[config.mk]
export PLATFORM = sky130hd
export DESIGN_NAME = array_drain
export DESIGN_NICKNAME = d
export VERILOG_FILES = /design/src/rtl/array_drain.sv
export SDC_FILE = /design/constraint.sdc
export NUM_CORES = 1
export LEC_CHECK = 0
export ABC_CLOCK_PERIOD_IN_PS = 21800
export CELL_PAD_IN_SITES_DETAIL_PLACEMENT = 1
export CELL_PAD_IN_SITES_GLOBAL_PLACEMENT = 2
export CORE_MARGIN = 2
export CORE_UTILIZATION = 38
export CTS_CLUSTER_DIAMETER = 30
export DETAILED_ROUTE_END_ITERATION = 10
export PLACE_DENSITY = 0.78
export SLEW_MARGIN = 20
export SYNTH_ARGS = -nofsm -noshare
export SYNTH_HDL_FRONTEND = slang
export SYNTH_SLANG_ARGS = --single-unit
[constraint.sdc]
create_clock -name clk -period 21.8 [get_ports clk]
set_input_delay 4.36 -clock clk [delete_from_list [all_inputs] [get_ports clk]]
set_output_delay 4.36 -clock clk [all_outputs]
set_load 0.005 [all_outputs]
[src/rtl/array_drain.sv]
// Output-side drain controller for the output-stationary systolic array.
// It sequences the per-column shift-out and clear chains and captures the
// column-skewed result words. The words are reassembled into whole rows and
// handed downstream over valid/ready, top row first. Emission overlaps the
// tail of the drain, so row k is presented as soon as its last column lands.
module array_drain #(
  parameter int HEIGHT = 4,
  parameter int WIDTH  = 4,
  parameter int OWIDTH = 32,
  parameter int LAT    = 1,
  localparam int IW    = (HEIGHT > 1) ? $clog2(HEIGHT) : 1
) (
  input  logic                     clk,
  input  logic                     rst,
  input  logic                     start,
  output logic                     busy,
  output logic [WIDTH-1:0]         en_o,
  output logic [WIDTH-1:0]         clr_o,
  input  logic signed [OWIDTH-1:0] ofm [WIDTH],
  output logic                     row_valid,
  input  logic                     row_ready,
  output logic signed [OWIDTH-1:0] row_data [WIDTH],
  output logic [IW-1:0]            row_idx,
  output logic                     done
);

  localparam int PW = $clog2(HEIGHT + 1);
  localparam int CW = $clog2(WIDTH + HEIGHT + LAT + 2);

  localparam logic [1:0] IDLE  = 2'd0;
  localparam logic [1:0] DRAIN = 2'd1;
  localparam logic [1:0] EMIT  = 2'd2;

  // Cycle offset (from the accepted start) of the last capture in column WIDTH-1.
  localparam logic [CW-1:0] DRAIN_END = CW'(WIDTH + HEIGHT + LAT - 1);
  localparam logic [IW-1:0] LAST_ROW  = IW'(HEIGHT - 1);

  logic [1:0]               state_r;
  logic [CW-1:0]            cnt_r;        // current cycle offset from t0 while draining
  logic signed [OWIDTH-1:0] buf_r [HEIGHT][WIDTH];
  logic [PW-1:0]            rows_cap_r;   // rows whose last column has been captured
  logic [PW-1:0]            next_row_r;   // next row to load into the output register

  logic                     accept_s;
  logic [CW-1:0]            cnt_nxt_s;
  logic [WIDTH-1:0]         en_nxt_s;
  logic [WIDTH-1:0]         clr_nxt_s;
  logic [WIDTH-1:0]         cap_s;
  logic [IW-1:0]            cap_row_s [WIDTH];
  logic                     drain_end_s;
  logic                     hs_s;
  logic                     final_hs_s;
  logic                     bypass_s;
  logic                     eligible_s;
  logic                     load_s;

  // Schedule decode: enable/clear windows for the next cycle, capture slots for this one.
  always_comb begin
    accept_s = (state_r == IDLE) && start;
    if (state_r == IDLE) begin
      cnt_nxt_s = CW'(1);
    end else begin
      cnt_nxt_s = cnt_r + CW'(1);
    end
    en_nxt_s  = '0;
    clr_nxt_s = '0;
    cap_s     = '0;
    for (int w = 0; w < WIDTH; w++) begin
      en_nxt_s[w]  = (cnt_nxt_s >= CW'(1 + w)) && (cnt_nxt_s <= CW'(w + HEIGHT));
      clr_nxt_s[w] = (cnt_nxt_s == CW'(w + HEIGHT + 1));
      cap_s[w]     = (state_r == DRAIN) &&
                     (cnt_r >= CW'(1 + w + LAT)) && (cnt_r <= CW'(w + LAT + HEIGHT));
      cap_row_s[w] = IW'(cnt_r - CW'(1 + w + LAT));
    end
    drain_end_s = (state_r == DRAIN) && (cnt_r == DRAIN_END);
    hs_s        = row_valid && row_ready;
    final_hs_s  = hs_s && (row_idx == LAST_ROW);
    // The row completing this very cycle is taken straight from the last column.
    bypass_s    = cap_s[WIDTH-1] && (next_row_r == rows_cap_r);
    eligible_s  = (next_row_r < rows_cap_r) || bypass_s;
    load_s      = (state_r != IDLE) && (!row_valid || hs_s) && !final_hs_s && eligible_s;
  end

  // The last handshake closes the tile; done is coincident with it.
  assign done = final_hs_s;

  // Control FSM: drives the shift/clear chains and the busy flag.
  always_ff @(posedge clk or posedge rst) begin
    if (rst) begin
      state_r <= IDLE;
      cnt_r   <= '0;
      busy    <= 1'b0;
      en_o    <= '0;
      clr_o   <= '0;
    end else begin
      case (state_r)
        IDLE: begin
          if (accept_s) begin
            state_r <= DRAIN;
            cnt_r   <= cnt_nxt_s;
            busy    <= 1'b1;
            en_o    <= en_nxt_s;
            clr_o   <= clr_nxt_s;
          end
        end
        DRAIN: begin
          cnt_r <= cnt_nxt_s;
          if (drain_end_s) begin
            state_r <= EMIT;
            en_o    <= '0;
            clr_o   <= '0;
          end else begin
            en_o  <= en_nxt_s;
            clr_o <= clr_nxt_s;
          end
        end
        EMIT: begin
          if (final_hs_s) begin
            state_r <= IDLE;
            cnt_r   <= '0;
            busy    <= 1'b0;
          end
        end
        default: begin
          state_r <= IDLE;
          cnt_r   <= '0;
          busy    <= 1'b0;
          en_o    <= '0;
          clr_o   <= '0;
        end
      endcase
    end
  end

  // Capture buffer: each column writes its skewed words into row slots in order.
  always_ff @(posedge clk or posedge rst) begin
    if (rst) begin
      for (int h = 0; h < HEIGHT; h++) begin
        for (int w = 0; w < WIDTH; w++) begin
          buf_r[h][w] <= '0;
        end
      end
      rows_cap_r <= '0;
    end else begin
      for (int w = 0; w < WIDTH; w++) begin
        if (cap_s[w]) begin
          buf_r[cap_row_s[w]][w] <= ofm[w];
        end
      end
      if (accept_s) begin
        rows_cap_r <= '0;
      end else if (cap_s[WIDTH-1]) begin
        rows_cap_r <= rows_cap_r + PW'(1);
      end
    end
  end

  // Output row register: holds a row stable until it is accepted, then loads the next.
  always_ff @(posedge clk or posedge rst) begin
    if (rst) begin
      row_valid  <= 1'b0;
      row_idx    <= '0;
      next_row_r <= '0;
      for (int w = 0; w < WIDTH; w++) begin
        row_data[w] <= '0;
      end
    end else begin
      if (accept_s) begin
        row_valid  <= 1'b0;
        next_row_r <= '0;
      end else if (load_s) begin
        row_valid  <= 1'b1;
        row_idx    <= next_row_r[IW-1:0];
        next_row_r <= next_row_r + PW'(1);
        for (int w = 0; w < WIDTH; w++) begin
          row_data[w] <= buf_r[next_row_r[IW-1:0]][w];
        end
        if (bypass_s) begin
          row_data[WIDTH-1] <= ofm[WIDTH-1];
        end
      end else if (hs_s) begin
        row_valid <= 1'b0;
      end
    end
  end

endmodule

==> flow_results.xml <==
<?xml version="1.0" encoding="UTF-8"?>
<metrics>
  <group name="outcome">
    <metric name="outcome" unit="">complete, no violations</metric>
  </group>
  <group name="synth">
    <metric name="yosys_reg_bits" unit="">664</metric>
    <metric name="compound_gate_portion_of_the_synthesized_area" unit="%">0.859</metric>
    <metric name="synthDominantAreaCellType" unit="">sky130_fd_sc_hd__dfrtp_1</metric>
    <metric name="mappedNetlistArea" unit="µm²">28400</metric>
    <metric name="post_synth_cell_types" unit="">39</metric>
    <metric name="synthAdderAreaFrac" unit="%">0.528</metric>
    <metric name="parity_gate_share_of_the_synthesized_area_counting_xor_and_xnor_cells" unit="%">0.216</metric>
    <metric name="share_of_synthesized_cell_area_in_and_or_nand_and_nor_gates" unit="%">1.04</metric>
    <metric name="synthCells" unit="">1701</metric>
    <metric name="synth.mux.area_fraction" unit="%">37.0</metric>
    <metric name="synth_top_area_share" unit="%">58.5</metric>
    <metric name="postSynthNetCount" unit="">1845</metric>
    <metric name="synthesis_warnings" unit="">0</metric>
    <metric name="synth_top_cells_by_area" unit="">sky130_fd_sc_hd__dfrtp_1 58%, sky130_fd_sc_hd__mux2_2 24%, sky130_fd_sc_hd__mux4_2 10%</metric>
    <metric name="synth.avg_cell_area" unit="µm²">16.7</metric>
    <metric name="combinational_family_with_the_most_area_after_synthesis" unit="">multiplexers</metric>
    <metric name="ys_seq_area_share" unit="%">58.5</metric>
  </group>
  <group name="sta">
    <metric name="max_slew.worst_pin.slew" unit="ns">0.999</metric>
    <metric name="layout_min_cycle_time" unit="ns">10.24</metric>
    <metric name="finalWorstSetupSlack" unit="ns">11.56</metric>
    <metric name="fmax" unit="MHz">97.7</metric>
    <metric name="grt_setup_unrepaired" unit="">no</metric>
    <metric name="worst_clock_skew" unit="ns">0.0230</metric>
    <metric name="fin_tns_setup" unit="ns">0</metric>
    <metric name="worst_hold_slack" unit="ns">0.478</metric>
    <metric name="timing.final.hold_violations" unit="">0</metric>
    <metric name="slew_headroom" unit="%">33.4</metric>
    <metric name="final_max_slew_viol_count" unit="">0</metric>
    <metric name="final_min_period_over_clock_period" unit="%">47.0</metric>
    <metric name="setup_viol" unit="">0</metric>
  </group>
  <group name="detailed_routing">
    <metric name="remaining_drc_errors" unit="">0</metric>
    <metric name="drt_antenna_net_count" unit="">0</metric>
    <metric name="dr.pass1.iters" unit="">4</metric>
    <metric name="avgViaCountPerCell" unit="">5.18</metric>
    <metric name="detail_route.wl_per_cell" unit="µm">22.4</metric>
    <metric name="dr_total_vias" unit="">16300</metric>
    <metric name="totalWireLength" unit="mm">70.6</metric>
    <metric name="first_iter_violations" unit="">646</metric>
  </group>
  <group name="placement">
    <metric name="dp_slack" unit="ns">11.55</metric>
    <metric name="io_buffer_count" unit="">272</metric>
    <metric name="post-place-cells" unit="">2871</metric>
    <metric name="place.gp.congestion" unit="">0.722</metric>
    <metric name="place_hpwl" unit="mm">41.4</metric>
  </group>
  <group name="die">
    <metric name="die-width" unit="µm">277</metric>
    <metric name="dieArea" unit="µm²">77000</metric>
    <metric name="chip_height" unit="µm">277</metric>
    <metric name="initial_utilization" unit="%">38.3</metric>
    <metric name="num_rows" unit="">100</metric>
    <metric name="core-area" unit="µm²">74200</metric>
    <metric name="top_level_ports" unit="">273</metric>
  </group>
  <group name="critical_path">
    <metric name="cp_num_buf_inv" unit="">3</metric>
    <metric name="timing.reg2reg.worst_path_depth" unit="">10</metric>
    <metric name="critical_path.reg2reg.endpoint" unit="">row_data[84]$_DFFE_PP0P_</metric>
    <metric name="cp.arrival" unit="ns">5.88</metric>
    <metric name="worst_setup_path_end_kind" unit="">output pin</metric>
    <metric name="cp_slowest_stage_delay" unit="ns">0.66</metric>
    <metric name="crit_fanout" unit="">3</metric>
    <metric name="critical-path-top-delay-family" unit="">buffers and inverters</metric>
    <metric name="critical_path_required" unit="ns">17.44</metric>
    <metric name="timing.critical_path.cells" unit="">clkdlybuf4s50_1 -&gt; nand4_1 -&gt; inv_1 -&gt; clkdlybuf4s50_1</metric>
    <metric name="reg2reg_setup_slack" unit="ns">16.71</metric>
    <metric name="timing_worst_setup_path_type" unit="">primary input to output pin</metric>
    <metric name="crit_path_start_kind" unit="">primary input</metric>
    <metric name="most_frequent_cell_on_critical_path" unit="">sky130_fd_sc_hd__clkdlybuf4s50_1</metric>
    <metric name="crit_slowest_cell" unit="">sky130_fd_sc_hd__clkdlybuf4s50_1</metric>
    <metric name="crit-reg2reg-launch" unit="">cnt_r[0]$_DFFE_PP0P_</metric>
  </group>
  <group name="global_routing">
    <metric name="grt_most_used_layer" unit="">met2</metric>
    <metric name="groute.usage.overall" unit="%">19.0</metric>
    <metric name="grt.overflow.total" unit="">0</metric>
    <metric name="maximum_number_of_pins_on_one_net_before_global_route_repair" unit="">181</metric>
    <metric name="grt_pass1_wl" unit="mm">113</metric>
    <metric name="gr-usage-met2" unit="%">31.8</metric>
    <metric name="grt_util_met3" unit="%">6.14</metric>
    <metric name="global_route.usage.met1" unit="%">23.0</metric>
    <metric name="number_of_antenna_violations_at_the_first_check_in_global_routing" unit="">10</metric>
    <metric name="grt_pass1_vias" unit="">19300</metric>
  </group>
  <group name="clock_tree">
    <metric name="postCtsResizedCells" unit="">0</metric>
    <metric name="cts_buffers" unit="">152</metric>
    <metric name="cts_post_setup_buffers_inserted" unit="">0</metric>
    <metric name="clockRootBuffer" unit="">sky130_fd_sc_hd__clkbuf_16</metric>
    <metric name="cts.sink_count" unit="">664</metric>
    <metric name="ctsHtreeMaxLevel" unit="">4</metric>
    <metric name="tritoncts" unit="">built</metric>
    <metric name="clk_latency" unit="ns">0.69</metric>
    <metric name="hold_buffers" unit="">0</metric>
    <metric name="worst_setup_hold_path_clk_slew" unit="ns">0.04</metric>
    <metric name="largest_buffer_count_on_any_clock_path" unit="">3</metric>
  </group>
  <group name="cells_and_area">
    <metric name="final_layout_size_suffix_gt1_share" unit="%">47.3</metric>
    <metric name="final-instance-count-excl-fill" unit="">3151</metric>
    <metric name="num-fill-cells" unit="">6877</metric>
    <metric name="synthToLayoutAreaGrowth" unit="%">31.9</metric>
    <metric name="nets" unit="">2200</metric>
  </group>
  <group name="job">
    <metric name="max_cap_violations" unit="">0</metric>
  </group>
  <group name="min_path">
    <metric name="type_of_the_worst_min_delay_path" unit="">register to register</metric>
    <metric name="hold-path-endpoint" unit="">row_data[37]$_DFFE_PP0P_</metric>
    <metric name="timing.hold.worst.start" unit="">row_data[37]$_DFFE_PP0P_</metric>
    <metric name="whs_path_depth" unit="">1</metric>
  </group>
  <group name="pwr">
    <metric name="power.density_cell_area" unit="nW/µm²">177</metric>
    <metric name="power.ir.vdd_worst" unit="V">0.000101</metric>
    <metric name="static-leakage-power" unit="nW">15.6</metric>
  </group>
</metrics>
-- per-stage QoR --
step / utilization, % / instance area, µm² / total power (W)
2_1_floorplan: - / 28400 / 0.00365
3_3_place_gp: 43.3 / 32100 / 0.00424
3_5_place_dp: 43.3 / 32100 / 0.00438
4_1_cts: 50.5 / 37500 / 0.00675
5_1_grt: 50.5 / 37500 / 0.00703
6_report: 50.5 / 37500 / 0.00664
-- synthesized netlist by cell type --
| master | instances |
|---|---|
| sky130_fd_sc_hd__mux2_2 | 607 |
| sky130_fd_sc_hd__nand3_1 | 2 |
| sky130_fd_sc_hd__a21o_1 | 4 |
| sky130_fd_sc_hd__o21ai_0 | 7 |
| sky130_fd_sc_hd__nor2_1 | 15 |
| sky130_fd_sc_hd__o41ai_1 | 1 |
| sky130_fd_sc_hd__o21a_1 | 1 |
| sky130_fd_sc_hd__a21bo_2 | 1 |
| sky130_fd_sc_hd__o22ai_1 | 1 |
| sky130_fd_sc_hd__ha_1 | 12 |
| sky130_fd_sc_hd__nor2b_1 | 3 |
| sky130_fd_sc_hd__xnor2_1 | 3 |
| sky130_fd_sc_hd__a21oi_1 | 8 |
| sky130_fd_sc_hd__a22oi_1 | 1 |
| sky130_fd_sc_hd__buf_6 | 8 |
| sky130_fd_sc_hd__mux2_1 | 67 |
| sky130_fd_sc_hd__xor2_1 | 4 |
| sky130_fd_sc_hd__a21oi_2 | 1 |
| sky130_fd_sc_hd__and2_1 | 2 |
| sky130_fd_sc_hd__nor4b_1 | 1 |
| sky130_fd_sc_hd__o21bai_1 | 1 |
| sky130_fd_sc_hd__inv_1 | 13 |
| sky130_fd_sc_hd__a211oi_1 | 1 |
| sky130_fd_sc_hd__dfrtp_1 | 664 |
| sky130_fd_sc_hd__buf_2 | 32 |
| sky130_fd_sc_hd__o221a_1 | 1 |
| sky130_fd_sc_hd__nor3b_1 | 2 |
| sky130_fd_sc_hd__mux4_2 | 128 |
| sky130_fd_sc_hd__nor3_4 | 1 |
| sky130_fd_sc_hd__mux2i_1 | 4 |
| sky130_fd_sc_hd__a22o_1 | 4 |
| sky130_fd_sc_hd__buf_1 | 39 |
| sky130_fd_sc_hd__nand2b_1 | 4 |
| sky130_fd_sc_hd__a32o_1 | 2 |
| sky130_fd_sc_hd__clkbuf_1 | 23 |
| sky130_fd_sc_hd__nand2_1 | 29 |
| sky130_fd_sc_hd__and3b_1 | 2 |
| sky130_fd_sc_hd__nand4_1 | 1 |
| sky130_fd_sc_hd__o31a_1 | 1 |
-- layout make-up --
type / count / area (µm²) / share of cell area [%]
flip-flops and latches: 664 / 16600 / 44.4
multi-input cells: 922 / 11300 / 30.1
clock buffers: 204 / 4370 / 11.7
repair buffers: 303 / 2980 / 7.96
well taps: 969 / 1210 / 3.24
clock inverters: 72 / 945 / 2.52
inverters: 13 / 52.6 / 0.140
diodes: 4 / 10.0 / 0.0267
-- per-layer routing --
metal	vias up	share of wire [%]	routed length (µm)
met1	8732	41	29100
met5	-	0.12	86
met2	359	50	35400
li1	7077	-	-
met3	143	6.2	4360
met4	12	2.3	1620
-- worst max path at each step --
stage	startpoint	to	slack, ns	depth (start not counted)
after detailed placement	row_ready	done	11.55	4
after global placement	row_ready	done	11.55	4
final	row_ready	done	11.56	4
after CTS	row_ready	done	11.54	4
after global routing	row_ready	done	11.44	4
after floorplan	rst	buf_r[0]$_DFFE_PP0P_	8.36	1
-- flip-flops by register name (all words and copies together) (netlist names), 2 cells and up --
signal	cells
state_r	2
cnt_r	4
en_o	4
rows_cap_r	3
next_row_r	3
clr_o	4
row_idx	2
row_data	128
buf_r	512
-- layout by cell type, fill, tap and decap left out, drive strengths merged, types with 2 or more instances in the layout --
cell	count
nor2	15
xnor2	3
mux4	128
diode	4
a32o	2
ha	12
buf	31
dfrtp	664
nor3b	2
xor2	4
clkinv	36
inv	19
o21ai	7
a21oi	9
a21o	4
nand2	29
nand3	2
clkbuf	204
clkdlybuf4s50	272
bufinv	16
mux2	674
and2	2
nor2b	3
mux2i	4
clkinvlp	14
and3b	2
nand2b	4
a22o	4
-- power breakdown --
part	leakage [nW]	switching (W)	internal (W)	total, W
clock network	2.59	0.000713	0.00159	0.00230
registers	7.82	0.000362	0.00188	0.00224
logic	5.21	0.000784	0.00131	0.00210
-- cells by family (layout without fill, tap and decap cells) --
logic type | Yosys count | count (layout)
xor gates and xnor gates | 7 | 7
other | 0 | 4
DFF | 664 | 664
muxes | 806 | 806
AOI/OAI and AO/OA | 35 | 35
adders and majority gates | 12 | 12
buffers and inverters | 115 | 592
and+or+nand+nor | 62 | 62
No activity file was read; power rests on OpenSTA's default activity.
